### config.mk
export PLATFORM = sky130hd
export DESIGN_NAME = projcalculadoranios_nios2_qsys_0_oci_dct_packer
export DESIGN_NICKNAME = d
export VERILOG_FILES = /design/src/rtl/projcalculadoranios_nios2_qsys_0_oci_pkg.sv /design/src/rtl/projcalculadoranios_nios2_qsys_0_oci_dct_accum.sv /design/src/rtl/projcalculadoranios_nios2_qsys_0_oci_dct_packer.sv
export SDC_FILE = /design/constraint.sdc
export NUM_CORES = 1
export LEC_CHECK = 0
export ABC_AREA = 0
export CORE_ASPECT_RATIO = 0.9
export CORE_MARGIN = 1
export CORE_UTILIZATION = 40
export DETAILED_ROUTE_END_ITERATION = 10
export PLACE_DENSITY = 0.65
export REMOVE_ABC_BUFFERS = 1
export SETUP_SLACK_MARGIN = 0.2
export SYNTH_ARGS = -nofsm -noshare
export SYNTH_HDL_FRONTEND = slang
export SYNTH_SLANG_ARGS = --single-unit
### constraint.sdc
create_clock -name clk -period 1.66 [get_ports clk]
set_input_delay 0.332 -clock clk [delete_from_list [all_inputs] [get_ports clk]]
set_output_delay 0.332 -clock clk [all_outputs]
set_load 0.005 [all_outputs]
### src/rtl/projcalculadoranios_nios2_qsys_0_oci_pkg.sv
// Shared definitions for the OCI branch-trace (DCT) packer.
//   DCT_SLOTS / CODE_W : packet geometry (codes per packet, bits per code)
//   dct_code_e         : branch-outcome code encodings
//   oci_state_e        : packer control state encoding
package projcalculadoranios_nios2_qsys_0_oci_pkg;

  localparam int DCT_SLOTS = 15;
  localparam int CODE_W    = 2;

  typedef enum logic [1:0] {
    CODE_RSVD = 2'b00,  // reserved, never stored
    CODE_NT   = 2'b01,  // not taken
    CODE_TK   = 2'b10,  // taken
    CODE_IND  = 2'b11   // indirect
  } dct_code_e;

  typedef enum logic [1:0] {
    ST_IDLE  = 2'd0,
    ST_RUN   = 2'd1,
    ST_DRAIN = 2'd2,
    ST_ENDED = 2'd3
  } oci_state_e;

endpackage

### src/rtl/projcalculadoranios_nios2_qsys_0_oci_dct_accum.sv
// DCT accumulator: collects codes slot by slot until the packer moves them out.
//   clk, reset  : clock, synchronous active-high reset
//   wr_en_i     : store wr_code_i this cycle
//   wr_code_i   : code to store
//   clr_i       : contents are being transferred out; start a fresh packet
//   acc_buf_o   : packed slots, slot k at [CW*k +: CW], unused slots zero
//   acc_count_o : number of filled slots
module projcalculadoranios_nios2_qsys_0_oci_dct_accum #(
  parameter  int SLOTS = 15,
  parameter  int CW    = 2,
  localparam int CNT_W = $clog2(SLOTS + 1)
) (
  input  logic                clk,
  input  logic                reset,
  input  logic                wr_en_i,
  input  logic [CW-1:0]       wr_code_i,
  input  logic                clr_i,
  output logic [SLOTS*CW-1:0] acc_buf_o,
  output logic [CNT_W-1:0]    acc_count_o
);

  logic [SLOTS-1:0][CW-1:0] slot_q, slot_d;
  logic [CNT_W-1:0]         cnt_q, cnt_d;

  // On a clear the write lands in slot 0 of the emptied buffer; otherwise in
  // the next free slot. Cleared slots go to zero so unused slots read as zero.
  for (genvar k = 0; k < SLOTS; k++) begin : g_slot
    logic hit;
    assign hit = wr_en_i && (clr_i ? (k == 0) : (cnt_q == CNT_W'(k)));
    assign slot_d[k] = hit   ? wr_code_i :
                       clr_i ? '0        : slot_q[k];
  end

  always_comb begin
    cnt_d = cnt_q;
    if (clr_i)        cnt_d = wr_en_i ? CNT_W'(1) : '0;
    else if (wr_en_i) cnt_d = cnt_q + CNT_W'(1);
  end

  always_ff @(posedge clk) begin
    if (reset) begin
      slot_q <= '0;
      cnt_q  <= '0;
    end else begin
      slot_q <= slot_d;
      cnt_q  <= cnt_d;
    end
  end

  assign acc_buf_o   = slot_q;
  assign acc_count_o = cnt_q;

endmodule

### src/rtl/projcalculadoranios_nios2_qsys_0_oci_dct_packer.sv
// OCI branch-trace packer: packs 2-bit branch outcomes into DCT_SLOTS-code
// packets, hands them to a consumer through a one-entry output register, and
// sequences the end-of-test drain.
//   clk, reset        : clock, synchronous active-high reset
//   trc_on            : trace enable
//   dct_valid/code    : incoming branch outcome
//   end_req           : pulse requesting end-of-test drain
//   pkt_ready         : consumer takes the packet this cycle
//   dct_buffer/count  : packet contents and number of valid slots
//   pkt_valid         : output register holds a packet
//   overflow          : sticky, a code was dropped
//   test_ending       : draining
//   test_has_ended    : drain complete
module projcalculadoranios_nios2_qsys_0_oci_dct_packer #(
  parameter  int DCT_SLOTS = projcalculadoranios_nios2_qsys_0_oci_pkg::DCT_SLOTS,
  parameter  int CODE_W    = projcalculadoranios_nios2_qsys_0_oci_pkg::CODE_W,
  localparam int BUF_W     = DCT_SLOTS * CODE_W,
  localparam int CNT_W     = $clog2(DCT_SLOTS + 1)
) (
  input  logic              clk,
  input  logic              reset,
  input  logic              trc_on,
  input  logic              dct_valid,
  input  logic [CODE_W-1:0] dct_code,
  input  logic              end_req,
  input  logic              pkt_ready,
  output logic [BUF_W-1:0]  dct_buffer,
  output logic [CNT_W-1:0]  dct_count,
  output logic              pkt_valid,
  output logic              overflow,
  output logic              test_ending,
  output logic              test_has_ended
);

  import projcalculadoranios_nios2_qsys_0_oci_pkg::*;

  oci_state_e       state_q, state_d;
  logic [BUF_W-1:0] acc_buf;
  logic [CNT_W-1:0] acc_count;
  logic [BUF_W-1:0] buf_q;
  logic [CNT_W-1:0] cnt_q;
  logic             vld_q, ovf_q;

  logic acc_full, acc_empty, out_free, cand, xfer, accept, drop;

  assign acc_full  = (acc_count == CNT_W'(DCT_SLOTS));
  assign acc_empty = (acc_count == '0);
  assign out_free  = !vld_q || pkt_ready;

  // All-zero code is the reserved encoding: ignored, never an overflow.
  assign cand = dct_valid && trc_on && (state_q == ST_RUN) && (|dct_code);

  // Full packets move out in any state; partial ones only while draining.
  assign xfer = out_free && (acc_full || ((state_q == ST_DRAIN) && !acc_empty));

  // A code aimed at a full accumulator survives only if that accumulator is
  // being emptied on the same edge.
  assign accept = cand && (!acc_full || xfer);
  assign drop   = cand && acc_full && !xfer;

  projcalculadoranios_nios2_qsys_0_oci_dct_accum #(
    .SLOTS (DCT_SLOTS),
    .CW    (CODE_W)
  ) u_accum (
    .clk         (clk),
    .reset       (reset),
    .wr_en_i     (accept),
    .wr_code_i   (dct_code),
    .clr_i       (xfer),
    .acc_buf_o   (acc_buf),
    .acc_count_o (acc_count)
  );

  always_comb begin
    state_d = state_q;
    case (state_q)
      ST_IDLE:  if (end_req) state_d = ST_DRAIN;
                else if (trc_on) state_d = ST_RUN;
      ST_RUN:   if (end_req) state_d = ST_DRAIN;
                else if (!trc_on) state_d = ST_IDLE;
      // Done once nothing is buffered and the last packet has been taken.
      ST_DRAIN: if (acc_empty && !vld_q) state_d = ST_ENDED;
      ST_ENDED: state_d = ST_ENDED;
      default:  state_d = ST_IDLE;
    endcase
  end

  always_ff @(posedge clk) begin
    if (reset) begin
      state_q <= ST_IDLE;
      buf_q   <= '0;
      cnt_q   <= '0;
      vld_q   <= 1'b0;
      ovf_q   <= 1'b0;
    end else begin
      state_q <= state_d;
      if (xfer) begin
        buf_q <= acc_buf;
        cnt_q <= acc_count;
        vld_q <= 1'b1;
      end else if (vld_q && pkt_ready) begin
        buf_q <= '0;
        cnt_q <= '0;
        vld_q <= 1'b0;
      end
      if (drop) ovf_q <= 1'b1;
    end
  end

  assign dct_buffer     = buf_q;
  assign dct_count      = cnt_q;
  assign pkt_valid      = vld_q;
  assign overflow       = ovf_q;
  assign test_ending    = (state_q == ST_DRAIN);
  assign test_has_ended = (state_q == ST_ENDED);

endmodule

==> impl_metrics.ini <==
[worst_setup_path]
required_ns = 1.91
reg2reg_from = state_q[1]
r2r_slack_ns = -0.02
arrival_ns = 1.93
timing.critical_path.from = state_q[1]
path_max_fanout = 8
start_kind = flip-flop
worstRegToRegCells = 7
worstSetupEndpointType = flip-flop
setup.worst_path.class = reg2reg
rr_endpoint = u_accum.acc_buf_o[8]

[status]
violations = setup timing
status = finished with violations

[floorplan]
core_mm2 = 0.006656
io_pins = 46
row_count = 28
die_y_um = 81.02
die-area_mm2 = 0.007276
die_w_um = 89.80
start_util = 0.4169

[sta]
fin_setup_tns_ns = -0.04320
hold_viol = 0
slew_headroom = 0.8279
max_freq_mhz = 595.5
setup-violations-final = 4
finClkSkew_ns = 0.01004
fin_crit_ns = 1.679
worst_slack_ns = -0.01936
drv_slew = 0
rsz0062_at_grt = yes
fin_crit_sh = 1.012
tightest_slew_ns = 0.2568

[drt]
viasPerCell = 5.347
drc = 0
drt-pass1-iter-count = 4
post_drt_wl_per_cell_um = 16.25
postRouteWirelength_mm = 7.637
num_vias = 2513
dr.first_iter.drc_count = 151
drt.antenna.violating_nets = 0

[job]
max-cap-violations = 0

[clocking]
cts-root-buf = clkbuf_8
clk_pin_slew_ns = 0.08
cts_tree = yes
htreeDepth = 3
cts_sinks = 72
cts_buffers = 9
cts_buffer_depth = 2
insertion_delay_ns = 0.35

[pwr]
power_density_mw_per_mm2 = 765.6
ir_worst_vdd_mv = 0.5890
power.leakage_nw = 1.853

[synthesis]
netlist_area_mm2 = 0.002775
synth.distinct_cells = 42
synthArstFlopShare = 0
synth-seq-area-share = 0.5194
synth-seq-cells = 72
syn_inst = 269
synth_edf_count = 0
syn_avg_cell_area_um2 = 10.32
yosysWarnings = 0
synth_flop_cell = dfxtp_1

[worst_hold_path]
hold_start = trc_on
hold_end = state_q[0]
whs_path_depth = 3
hold_path.class = in2reg

[final_layout]
post-route-util = 0.6534
diodes = 0
layout_commonest_cell = buf_4
area_growth_pct = 56.72
fillers = 518
final_cell_mix = buf_4 (48), dfxtp_1 (43), dlygate4sd2_1 (41)
drive_above_1_share = 0.4553
final_nets = 387

[global_routing]
grt_pass1_vias = 2337
grt_max_degree = 22
grtUsageTotal = 0.2026
antenna_found_initial = 0
grt_pass1_wl_mm = 11.43
grt-ovfl-total = 0

[placed_design]
io_buffers = 45
dp_hpwl_mm = 4.580
place_congestion = 0.8637
sequential cells by signal, indices dropped and copies added, names as in the netlist:
register	count
dct_buffer	30
u_accum.acc_buf_o	30
dct_count	4
u_accum.acc_count_o	4
state_q	2
overflow	1
pkt_valid	1
synthesized netlist by cell type, drive strengths merged (5+ instances only):
cell	instances	area (um^2)
nor2	16	65.06
clkbuf	6	22.52
nand2	16	60.06
nand4	14	100.1
inv	6	22.52
o2bb2ai	5	43.79
a21oi	11	62.56
dfxtp	72	1441
a22o	23	201.4
o21ai	13	65.06
a32o	16	160.2
buf	14	97.59
nand3	12	60.06
nor3	6	46.30
critical path, stage by stage (launching register included):
cell and delay [ns]:
dfxtp_2 0.34, nand4b_1 0.30, buf_4 0.23, nor4b_4 0.24
buf_6 0.19, nand2_2 0.07, a31oi_1 0.15, nor2_1 0.05
worst max-delay path by stage:
stage / end
finish: u_accum.acc_buf_o[8]
global route: u_accum.acc_buf_o[8]
CTS: u_accum.acc_buf_o[1]
detailed placement: u_accum.acc_buf_o[24]
global placement: u_accum.acc_buf_o[26]
floorplan: dct_buffer[0]
final cells by class:
class                           instances  area, um^2  share of cell area
Tap cell                               90       112.6             0.02589
Multi-Input combinational cell        171        1484              0.3412
Inverter                                6       22.52            0.005178
Clock inverter                          7       70.07             0.01611
Timing Repair Buffer                  115        1054              0.2422
Sequential cell                        72        1483              0.3409
Clock buffer                            9       123.9             0.02848
per-layer routing:
metal / share of wire / global-route usage / vias up
met5: 0 / 0 / -
li1: - / - / 1222
met2: 0.49 / 0.3285 / 70
met4: 0.0094 / 0.09344 / 0
met1: 0.45 / 0.2517 / 1209
met3: 0.054 / 0.05899 / 12
stage by stage:
stage	area, um^2	worst slack [ns]	total power, mW	cells	hold WS (ns)
after floorplan	2655	-0.4791	1.831	249	0.4011
after global placement	3618	-0.3520	1.933	434	0.4539
after detailed placement	3618	-0.4036	1.936	434	0.4524
after global routing	4349	-0.08769	3.462	470	0.3757
after CTS	4104	0.04494	3.302	463	0.3773
final	4349	-0.01936	3.330	470	0.3774
logic make-up after synthesis:
logic type | synth area share
flip-flops | 0.5194
XOR/XNOR | 0.009470
buffers and inverters | 0.05140
AND/OR/NAND/NOR | 0.1745
adder cells (fa/ha/maj) | 0.01803
AO/OA/AOI/OAI | 0.2272
what timing repair did:
item,CTS,global route
gates cloned,0,4
setup endpoints to repair,106,70
pin swaps,44,30
buffers inserted,13,3
gates resized for setup,128,36
hold buffers,0,0
power breakdown:
part,switching [mW],internal [mW]
sequential,0.00479,1.73
clock,0.673,0.693
combinational,0.117,0.114
total,0.795,2.53
No activity file was read; power rests on OpenSTA's default activity.
==> variant (same settings) <==
The package constant `CODE_W` goes from 2 to 4.
--- a/src/rtl/projcalculadoranios_nios2_qsys_0_oci_pkg.sv
+++ b/src/rtl/projcalculadoranios_nios2_qsys_0_oci_pkg.sv
@@ -7,3 +7,3 @@
   localparam int DCT_SLOTS = 15;
-  localparam int CODE_W    = 2;
+  localparam int CODE_W    = 4;
 
Ports: changed (resized dct_buffer and dct_code); port bits go from 46 to 78. No check against the original RTL was run, so the function may have changed too.
==> variant against the unedited design <==
The run still ends with setup timing left. Power up 130%. Critical endpoint is now dct_buffer[57]. Cell area up 91%. Clock skew is 0.0016 ns higher. Combinational power increased by 99%. Sequential cell count grew 60. Area after synthesis up 83%. Via count grew 81%. Die area rose by 81%. Utilization increased by 2.7 points. Routed wire length grew 120%. Setup slack worse by 0.045 ns. Count of clock-buffer cells in the layout up 11. Largest power group is now the clock network.
==> variant: results (changes against the unedited design) <==
status: "complete, but fails checks"  # unchanged
violations: "setup timing"  # unchanged
fin_nets: 646  # was 387
synth_compound_area_frac: 0.273  # was 0.227
crit_fanout: 17  # was 8
tightest_slew_ns: 0.431  # was 0.257 ns
place_area_sq_um: 6380  # was 3620 sq um
skew_ns: 0.0116  # was 0.0100 ns
clock_latency_ns: 0.42  # was 0.35 ns
setup_ws_ns: -0.0644  # was -0.0194 ns
setup_viol: 67  # was 4
drt-initial-drc-count: 280  # was 151
finalSetupTns_ns: -1.85  # was -0.0432 ns
dp_cells: 729  # was 434
crit_path_top_delay_cell: "dfxtp_4"  # was dfxtp_2
grt.total_usage: 0.229  # was 0.203
crit_start: "u_accum.acc_count_o[0]"  # was state_q[1]
hold_end: "u_accum.acc_buf_o[56]"  # was state_q[0]
clock_tree.root_cell: "clkbuf_16"  # was clkbuf_8
wl_microns: 16500  # was 7640 microns
syn_inst: 461  # was 269
muxShareOfSynthArea: 0.00394  # was 0
peakVddDrop_uv: 632  # was 589 uV
dr.pass1.iters: 5  # was 4
holdPathStages: 4  # was 3
dp_hpwl_microns: 8410  # was 4580 microns
synth-adder-area-share: 0.00984  # was 0.0180
cp.arrival_ns: 2.08  # was 1.93 ns
grt_max_degree: 36  # was 22
drive_gt1_frac: 0.428  # was 0.455
yosys-top-cells-count: "dfxtp_1 (132), a22o_1 (60), inv_1 (55)"  # was dfxtp_1 (72), a22o_1 (23), a32o_1 (16), nand2_1 (16), nor2_1 (14)
synth_cell_type_count: 44  # was 42
fin_hold_ws_ns: 0.352  # was 0.377 ns
p_leak_nw: 3.51  # was 1.85 nW
crit_path_max_incr_delay_ns: 0.37  # was 0.34 ns
grt_pass1_wl_microns: 22800  # was 11400 microns
dp_slack_ns: -0.568  # was -0.404 ns
path_clk_slew_ns: 0.06  # was 0.08 ns
htreeDepth: 4  # was 3
n_fill_cell: 809  # was 518
netlist.area_leader.share: 0.520  # was 0.519
ys_seq_area_frac: 0.520  # was 0.519
grt_pass1_vias: 4449  # was 2337
hold_path_startpoint: "dct_code[0]"  # was trc_on
==> variant: critical path, delay by kind of cell (launching register included) <==
kind | cells | cell delay, ns
flip-flops | 1 | 0.37
adder cells (fa/ha/maj) | 1 | 0.15
AND/OR/NAND/NOR | 2 | 0.26
buffers and inverters | 3 | 0.48
AO/OA/AOI/OAI | 2 | 0.39
==> variant: per-layer routing <==
layer	vias to the layer above	wire (microns)	global-route usage
met1	2276	6870	0.283
li1	2094	-	-
met4	0	420	0.0935
met3	38	891	0.0560
met5	-	0	0
met2	151	8310	0.383
==> variant: power groups by stage <==
stage / Clock [mW] / Sequential, mW / Combinational (mW)
detailed placement: 0 / 3.25 / 0.283
finish: 3.88 / 3.18 / 0.459
global placement: 0 / 3.25 / 0.277
global route: 4.07 / 3.17 / 0.476
CTS: 3.90 / 3.18 / 0.381
floorplan: 0 / 3.25 / 0.103
==> variant: repair_timing <==
action / in CTS / in global routing
hold buffers: 0 / 0
cloned: 7 / 5
pin swaps: 21 / 27
endpoints found under the setup margin: 198 / 149
setup buffers: 25 / 7
resized for setup: 146 / 133
==> variant: logic make-up after synthesis <==
| family | after synthesis |
|---|---|
| compound gates | 167 |
| fa+ha+maj | 4 |
| buf+inv | 96 |
| flops | 132 |
| mux | 2 |
| simple gates | 60 |
==> variant: area by class of cell <==
class,count,area (sq um),area share
clock buffer,20,457,0.0549
clock inverter,12,154,0.0185
inverter,57,230,0.0277
multi-input combinational,235,2610,0.313
sequential,132,2670,0.321
tap,160,200,0.0241
timing repair buffer,189,2000,0.241
